**src/rtl/fir_tap_window.sv**
```systemverilog
// fir_tap_window: streaming front end of the FIR datapath.
// It shifts accepted Q16.16 samples into a NUM_REGS-deep tap window and holds a
// writable coefficient bank. Both are presented to mac with a valid/ready handshake.
// Build option: define ZERO_FILL_EN to present zero-padded windows from the
// first accepted sample. When it is left undefined, windows are only presented
// once the window is full.
module fir_tap_window #(
    parameter int DATA_WIDTH = 32,
    parameter int Q_FORMAT   = 16,
    parameter int NUM_REGS   = 8,
    parameter int ADDR_WIDTH = $clog2(NUM_REGS)
) (
    input  logic                                 clk,
    input  logic                                 rst,
    input  logic                                 flush,
    input  logic [DATA_WIDTH-1:0]                sampleIn,
    input  logic                                 sampleValid,
    output logic                                 sampleReady,
    input  logic                                 coefWrEn,
    input  logic [ADDR_WIDTH-1:0]                coefAddr,
    input  logic [DATA_WIDTH-1:0]                coefData,
    output logic [NUM_REGS-1:0][DATA_WIDTH-1:0]  pDataOut,
    output logic [NUM_REGS-1:0][DATA_WIDTH-1:0]  coefsOut,
    output logic                                 tapsValid,
    input  logic                                 tapsReady,
    output logic [ADDR_WIDTH:0]                  fillCount
);

    // Q_FORMAT only documents the fixed-point interpretation; values pass bit-exact.
    if (Q_FORMAT < 0 || Q_FORMAT >= DATA_WIDTH) begin : g_bad_q_format
        $error("fir_tap_window: Q_FORMAT must lie in [0, DATA_WIDTH)");
    end

    // A window needs at least two taps for the shift concatenation below.
    if (NUM_REGS < 2) begin : g_bad_num_regs
        $error("fir_tap_window: NUM_REGS must be at least 2");
    end

    typedef enum logic [1:0] {
        EMPTY,
        FILLING,
        FULL
    } state_t;

    localparam logic [ADDR_WIDTH:0] FILL_MAX = (ADDR_WIDTH+1)'(NUM_REGS);
    localparam logic [ADDR_WIDTH:0] FILL_ONE = (ADDR_WIDTH+1)'(1);

    state_t              state;
    state_t              state_next;
    logic [ADDR_WIDTH:0] fill_next;
    logic                accept;
    logic                window_eligible;

    // A frozen, unconsumed window blocks new samples; there is no skid buffer.
    assign sampleReady = !rst && !flush && (!tapsValid || tapsReady);
    assign accept      = sampleValid && sampleReady;

    // Fill level and window state that an accept in this cycle moves to.
    always_comb begin
        // NOTE: every always_comb output gets a default first, so no path can infer a latch.
        fill_next  = fillCount;
        state_next = state;
        if (state != FULL) begin
            fill_next = fillCount + FILL_ONE;
        end
        state_next = (fill_next == FILL_MAX) ? FULL : FILLING;
    end

`ifdef ZERO_FILL_EN
    // A zero-padded window is usable as soon as it holds one real sample.
    assign window_eligible = 1'b1;
`else
    // Only a completely filled window is handed to mac.
    assign window_eligible = (state_next == FULL);
`endif

    // Tap window, fill tracking and window handshake. Reset beats flush, and flush beats accept.
    always_ff @(posedge clk) begin
        // NOTE: state is updated with non-blocking assignments, so every register sees pre-edge values.
        if (rst) begin
            pDataOut  <= '0;
            fillCount <= '0;
            tapsValid <= 1'b0;
            state     <= EMPTY;
        end else if (flush) begin
            pDataOut  <= '0;
            fillCount <= '0;
            tapsValid <= 1'b0;
            state     <= EMPTY;
        end else if (accept) begin
            pDataOut  <= {pDataOut[NUM_REGS-2:0], sampleIn};
            fillCount <= fill_next;
            state     <= state_next;
            tapsValid <= window_eligible;
        end else if (tapsReady) begin
            tapsValid <= 1'b0;
        end
    end

    // Coefficient bank: writes are legal in any cycle, and out-of-range indices are dropped.
    always_ff @(posedge clk) begin
        // NOTE: this small register bank is reset on purpose, because mac must see zero coefficients after reset.
        if (rst) begin
            coefsOut <= '0;
        end else if (coefWrEn && (int'(coefAddr) < NUM_REGS)) begin
            coefsOut[coefAddr] <= coefData;
        end
    end

endmodule

```
**config.mk**
```make
export PLATFORM = sky130hd
export DESIGN_NAME = fir_tap_window
export DESIGN_NICKNAME = d
export VERILOG_FILES = /design/src/rtl/fir_tap_window.sv
export SDC_FILE = /design/constraint.sdc
export NUM_CORES = 1
export LEC_CHECK = 0
export BUFFER_PORTS_ARGS = -buffer_cell sky130_fd_sc_hd__buf_2
export CAP_MARGIN = 20
export CORE_AREA = 8 8 224 226
export CTS_CLUSTER_DIAMETER = 40
export DETAILED_ROUTE_END_ITERATION = 7
export DIE_AREA = 0 0 232 234
export HOLD_SLACK_MARGIN = 0.1
export SLEW_MARGIN = 20
export SYNTH_ARGS = -nofsm -noshare
export SYNTH_HDL_FRONTEND = slang
export SYNTH_SLANG_ARGS = --single-unit
export TNS_END_PERCENT = 30
```
**constraint.sdc**
```tcl
create_clock -name clk -period 1.8 [get_ports clk]
set_clock_uncertainty 0.2 [all_clocks]
set_input_delay 0.18 -clock clk [delete_from_list [all_inputs] [get_ports clk]]
set_output_delay 0.18 -clock clk [all_outputs]
set_load 0.03 [all_outputs]
```
Word level (Yosys, flattened, before mapping)
Index checks and enable logic that the tools add are counted.

$add $sub $neg: 1. Order comparisons: 2. Equality and inequality tests: 3. Muxes and demuxes: 7. Reduce and logical (&&, ||, !) cells: 10.

Operators with widths (number): $bwmux 256 (1); $demux 32 s3 (1); $mux 32 (1); $add 4x1->4 const B (1); $eq 4x4->1 const B (1); $logic_and 1x1->1 (4); $lt 3x4->1 const B (1); $mux 4 (1); $ge 3x1->1 const B (1); $logic_not 1->1 (3); $eq 2x2->1 const B (1); $mux 1 (2); $mux 2 (1); $ne 2x2->1 const B (1); $reduce_bool 2->1 (1); $reduce_or 2->1 (1); $logic_or 1x1->1 (1).

Register bits: 519. Input port bits: 73. Output and inout port bits: 518.

Longest topological paths before layout
Word-level depth: 6. Gate-level depth with buffers: 7. Gate-level depth less buffers: 5.

Least setup slack after synthesis
OpenSTA, ideal clock, no wires.

Path type: reg2reg. Start: register fillCount[0]. End: register state[0]. Library setup time: 120 ps. Data arrival time: 1458 ps. Path slack: 22 ps. Cell stages (with the launch flop): 5. Path buffers: 0. Period minus slack after synthesis: 1778 ps. Path through: dfxtp_1 ha_1 nand4b_1 o311a_1 o31a_1.

Longest elaborated chain between the ends: 4.

Ends and longest elaborated chain: from (decl) (line 26) `output logic [ADDR_WIDTH:0] fillCount`; from (signal assigned) (line 92) `fillCount <= fill_next;`; $add 4x1->4 (line 64) `fill_next = fillCount + FILL_ONE;`; $mux 4 (*) (line 63) `if (state != FULL) begin`; $eq 4x4->1 (*) (line 66) `state_next = (fill_next == FILL_MAX) ? FULL : FILLING;`; $mux 2 (*) (line 66); to (signal assigned) (line 93) `state <= state_next;`; to (decl) (line 48) `state_t state;`.

Every way passes the cells marked *; elsewhere a longest branch is shown, timed or not. A chain may end at the register's enable or synchronous reset.

==> run metrics <==
Tot Pwr 0.0282 W; adder-cell area share of the yosys netlist 0.0693%; fraction of layout cells with a size suffix above 1 between 20% and 30%; Worst Path Arrival between 2000 and 2500 ps; period utilization 98.1%; r2r startpoint fillCount[1]; # rows 80; #FFs+latches synth ~520; Syn Nets 2387; post-synthesis mux area share 0.0555%; TritonCTS Buffers 72; 1st-iter DRT viols 1428; post-route cell area 25200 µm²; CP Max Fanout 12; WHS -224 ps; clk sink count 519; largest net degree at the start of global routing between 150 and 200; fin. max-slew vios 0; largest family of logic cells by synthesized area simple AND/OR/NAND/NOR gates; CP required 2090 ps; Post-Synth Simple-Gate Area a little under a quarter; Placed Area 21600 µm²; post-route setup TNS 0 ps; post-place setup slack about 110 ps; DR vias 18000; port buffer count 590; hold_sp rst; grt ovf 0; RR Endpoint state[1]; Yosys warnings 0; first-pass GRT wire length a little over 100 mm; number of library cell types mapped by synthesis 29; Post-Syn Area 18000 µm²; Initial Utilization between 30 and 40%; CP Launch Point coefWrEn; die area 54300 µm²; Setup crit end coefsOut[163]; core area 46800 µm²; dpl cells approximately 3400; Final GP Congestion between 0.8 and 0.9; Max Root-Sink Buffers 3; Synth Instances 2313; Fin. Hold Viols 15; area grow syn2layout 39.5%; first drt pass iteration count 6; final net count 3008; crit path launch type primary input; H-tree depth 3; critical path endpoint category flop; die width 232 µm; vias per cell 5.00; initial antenna violation count 2; # setup viols final 0; Final Non-Filler Cells 3607; CTS clk-pin slew, worst paths 60 ps; compound-cell area share of the yosys netlist 14.5%; Root Driver clkbuf_16; Residual DRC 0; Worst R2R Setup Slack 80 ps; PwrDens 1120 nW/µm²; I/O pin count 591; XOR/XNOR Fraction of Synth Area less than 1%; RSZ-0062 raised after global routing yes; drt wl/cell about 19 µm; fin crit period 1770 ps; Post-Syn Area per Cell 7.80 µm²; Slew HR 48.9%; later-pin clock latency in the skew report about 570 ps; CTS tree yes; Max Clk Rate around 570 MHz; Leakage Power 10.5 nW; Max VDD drop about 0.00078 V; Final ANT Viol Nets 0; Max-cap violations 0; R2R cell count 4; status complete, but fails checks; post-synthesis sequential area ratio 57.6%; Final Worst Setup Slack 34.1 ps; Hold Path Class in -> reg; failing checks hold timing; vias in the first global route 17100; Slew @ Worst Pin around 770 ps; Overall Global Routing Usage 24.0%; drt total wl 69.5 mm; DP HPWL 48.9 mm; WS Path Type in -> reg; Die Span Y between 200 and 250 µm
==> layer usage <==
layer	vias up	GRT usage (%)	share of wire, %
li1	8668	-	-
met1	8466	30.0	41
met2	767	38.8	47
met3	136	5.55	8.4
met4	0	11.3	4.1
met5	-	0	0
==> state kept, by name (all words and copies together), names as in the netlist <==
signal,count
pDataOut,256
tapsValid,1
fillCount,4
coefsOut,256
state,2
==> per-stage QoR <==
| step | hold slack [ps] | utilization [%] |
|---|---|---|
| after floorplan | 116 | - |
| after global placement | 219 | 46.2 |
| after detailed placement | 227 | 46.2 |
| after CTS | 103 | 53.4 |
| after global routing | -247 | 53.8 |
| final | -224 | 53.8 |
==> cells in the mapped netlist <==
cell | number | share of area, %
xnor2_1 | 2 | 0.097
xor2_1 | 2 | 0.097
o32ai_1 | 1 | 0.049
nand3_1 | 9 | 0.25
nor3_2 | 2 | 0.11
o41ai_1 | 1 | 0.049
nor2_1 | 13 | 0.27
nand2b_1 | 4 | 0.14
o31a_1 | 2 | 0.097
o311a_1 | 1 | 0.055
o21a_1 | 1 | 0.042
or2_1 | 1 | 0.035
inv_1 | 1 | 0.021
a21oi_1 | 512 | 14
buf_2 | 109 | 3.0
nand2b_4 | 1 | 0.076
nand4b_1 | 1 | 0.049
mux2i_1 | 1 | 0.055
nand2_2 | 1 | 0.035
nand4_1 | 3 | 0.10
nand2_1 | 1030 | 21
and3_1 | 1 | 0.035
and2_1 | 2 | 0.069
buf_1 | 5 | 0.10
ha_1 | 1 | 0.069
clkbuf_1 | 83 | 1.7
nor2b_1 | 3 | 0.10
dfxtp_1 | 519 | 58
buf_4 | 1 | 0.042
==> cell type report <==
| type | instances | area (µm²) |
|---|---|---|
| antenna | 2 | 5.00 |
| clock buffer | 89 | 2020 |
| clock inverter | 41 | 497 |
| fill | 4462 | 21700 |
| inverter | 1 | 3.75 |
| multi-input combinational | 1595 | 6820 |
| sequential | 519 | 10400 |
| tap | 615 | 769 |
| timing repair buffer | 745 | 4670 |
==> power by group <==
group	switching [W]	internal (W)	leakage, nW
Clock	0.00543	0.00924	1.24
Sequential	0.0000913	0.0116	4.19
Combinational	0.00122	0.000534	5.11
Total	0.00675	0.0214	10.5
==> cell families (layout without fill, tap and decap cells) <==
kind of cell               after synthesis  count (layout)
xor gates and xnor gates                 4               4
other                                    0               2
buffers and inverters                  199             876
adders and majority gates                1               1
DFF                                    519             519
muxes                                    1               1
and+or+nand+nor                       1071            1071
AOI/OAI and AO/OA                      518             518
==> worst min path at each step <==
stage,cells past startpoint,slack [ps],endpoint
final,3,-220,coefsOut[224]
after global routing,3,-250,coefsOut[106]
after CTS,4,100,coefsOut[191]
after detailed placement,3,230,pDataOut[28]
after global placement,3,220,pDataOut[0]
after floorplan,2,120,pDataOut[0]
==> critical path, stage by stage <==
cell	delay (ps)
buf_2	120
dlygate4sd3_1	610
nand3_1	80
dlygate4sd3_1	590
buf_4	230
nand2_1	80
a21oi_1	150
==> cell usage in the layout (no fill, tap or decap), types with 4 or more instances in the layout <==
cell,n
buf_2,588
clkbuf_16,78
nand2_1,1030
clkbuf_1,7
clkinv_2,9
buf_12,22
nor2_2,5
buf_4,37
clkbuf_8,5
bufinv_16,8
inv_6,11
nand3_1,9
dlygate4sd3_1,91
a21oi_1,512
nor2_1,7
dfxtp_1,517
clkinv_4,8
nand2b_1,4
==> what timing repair did <==
| item | in CTS | in global routing |
|---|---|---|
| pin swaps | 0 | 1 |
| setup endpoints to repair | 1 | 76 |
| gates resized for setup | 2 | 11 |
| hold endpoints to repair | 344 | 23 |
| buffers inserted | 0 | 1 |
| gates cloned | 0 | 1 |
| hold buffers | 87 | 8 |
(Power assumes the default switching activity.)
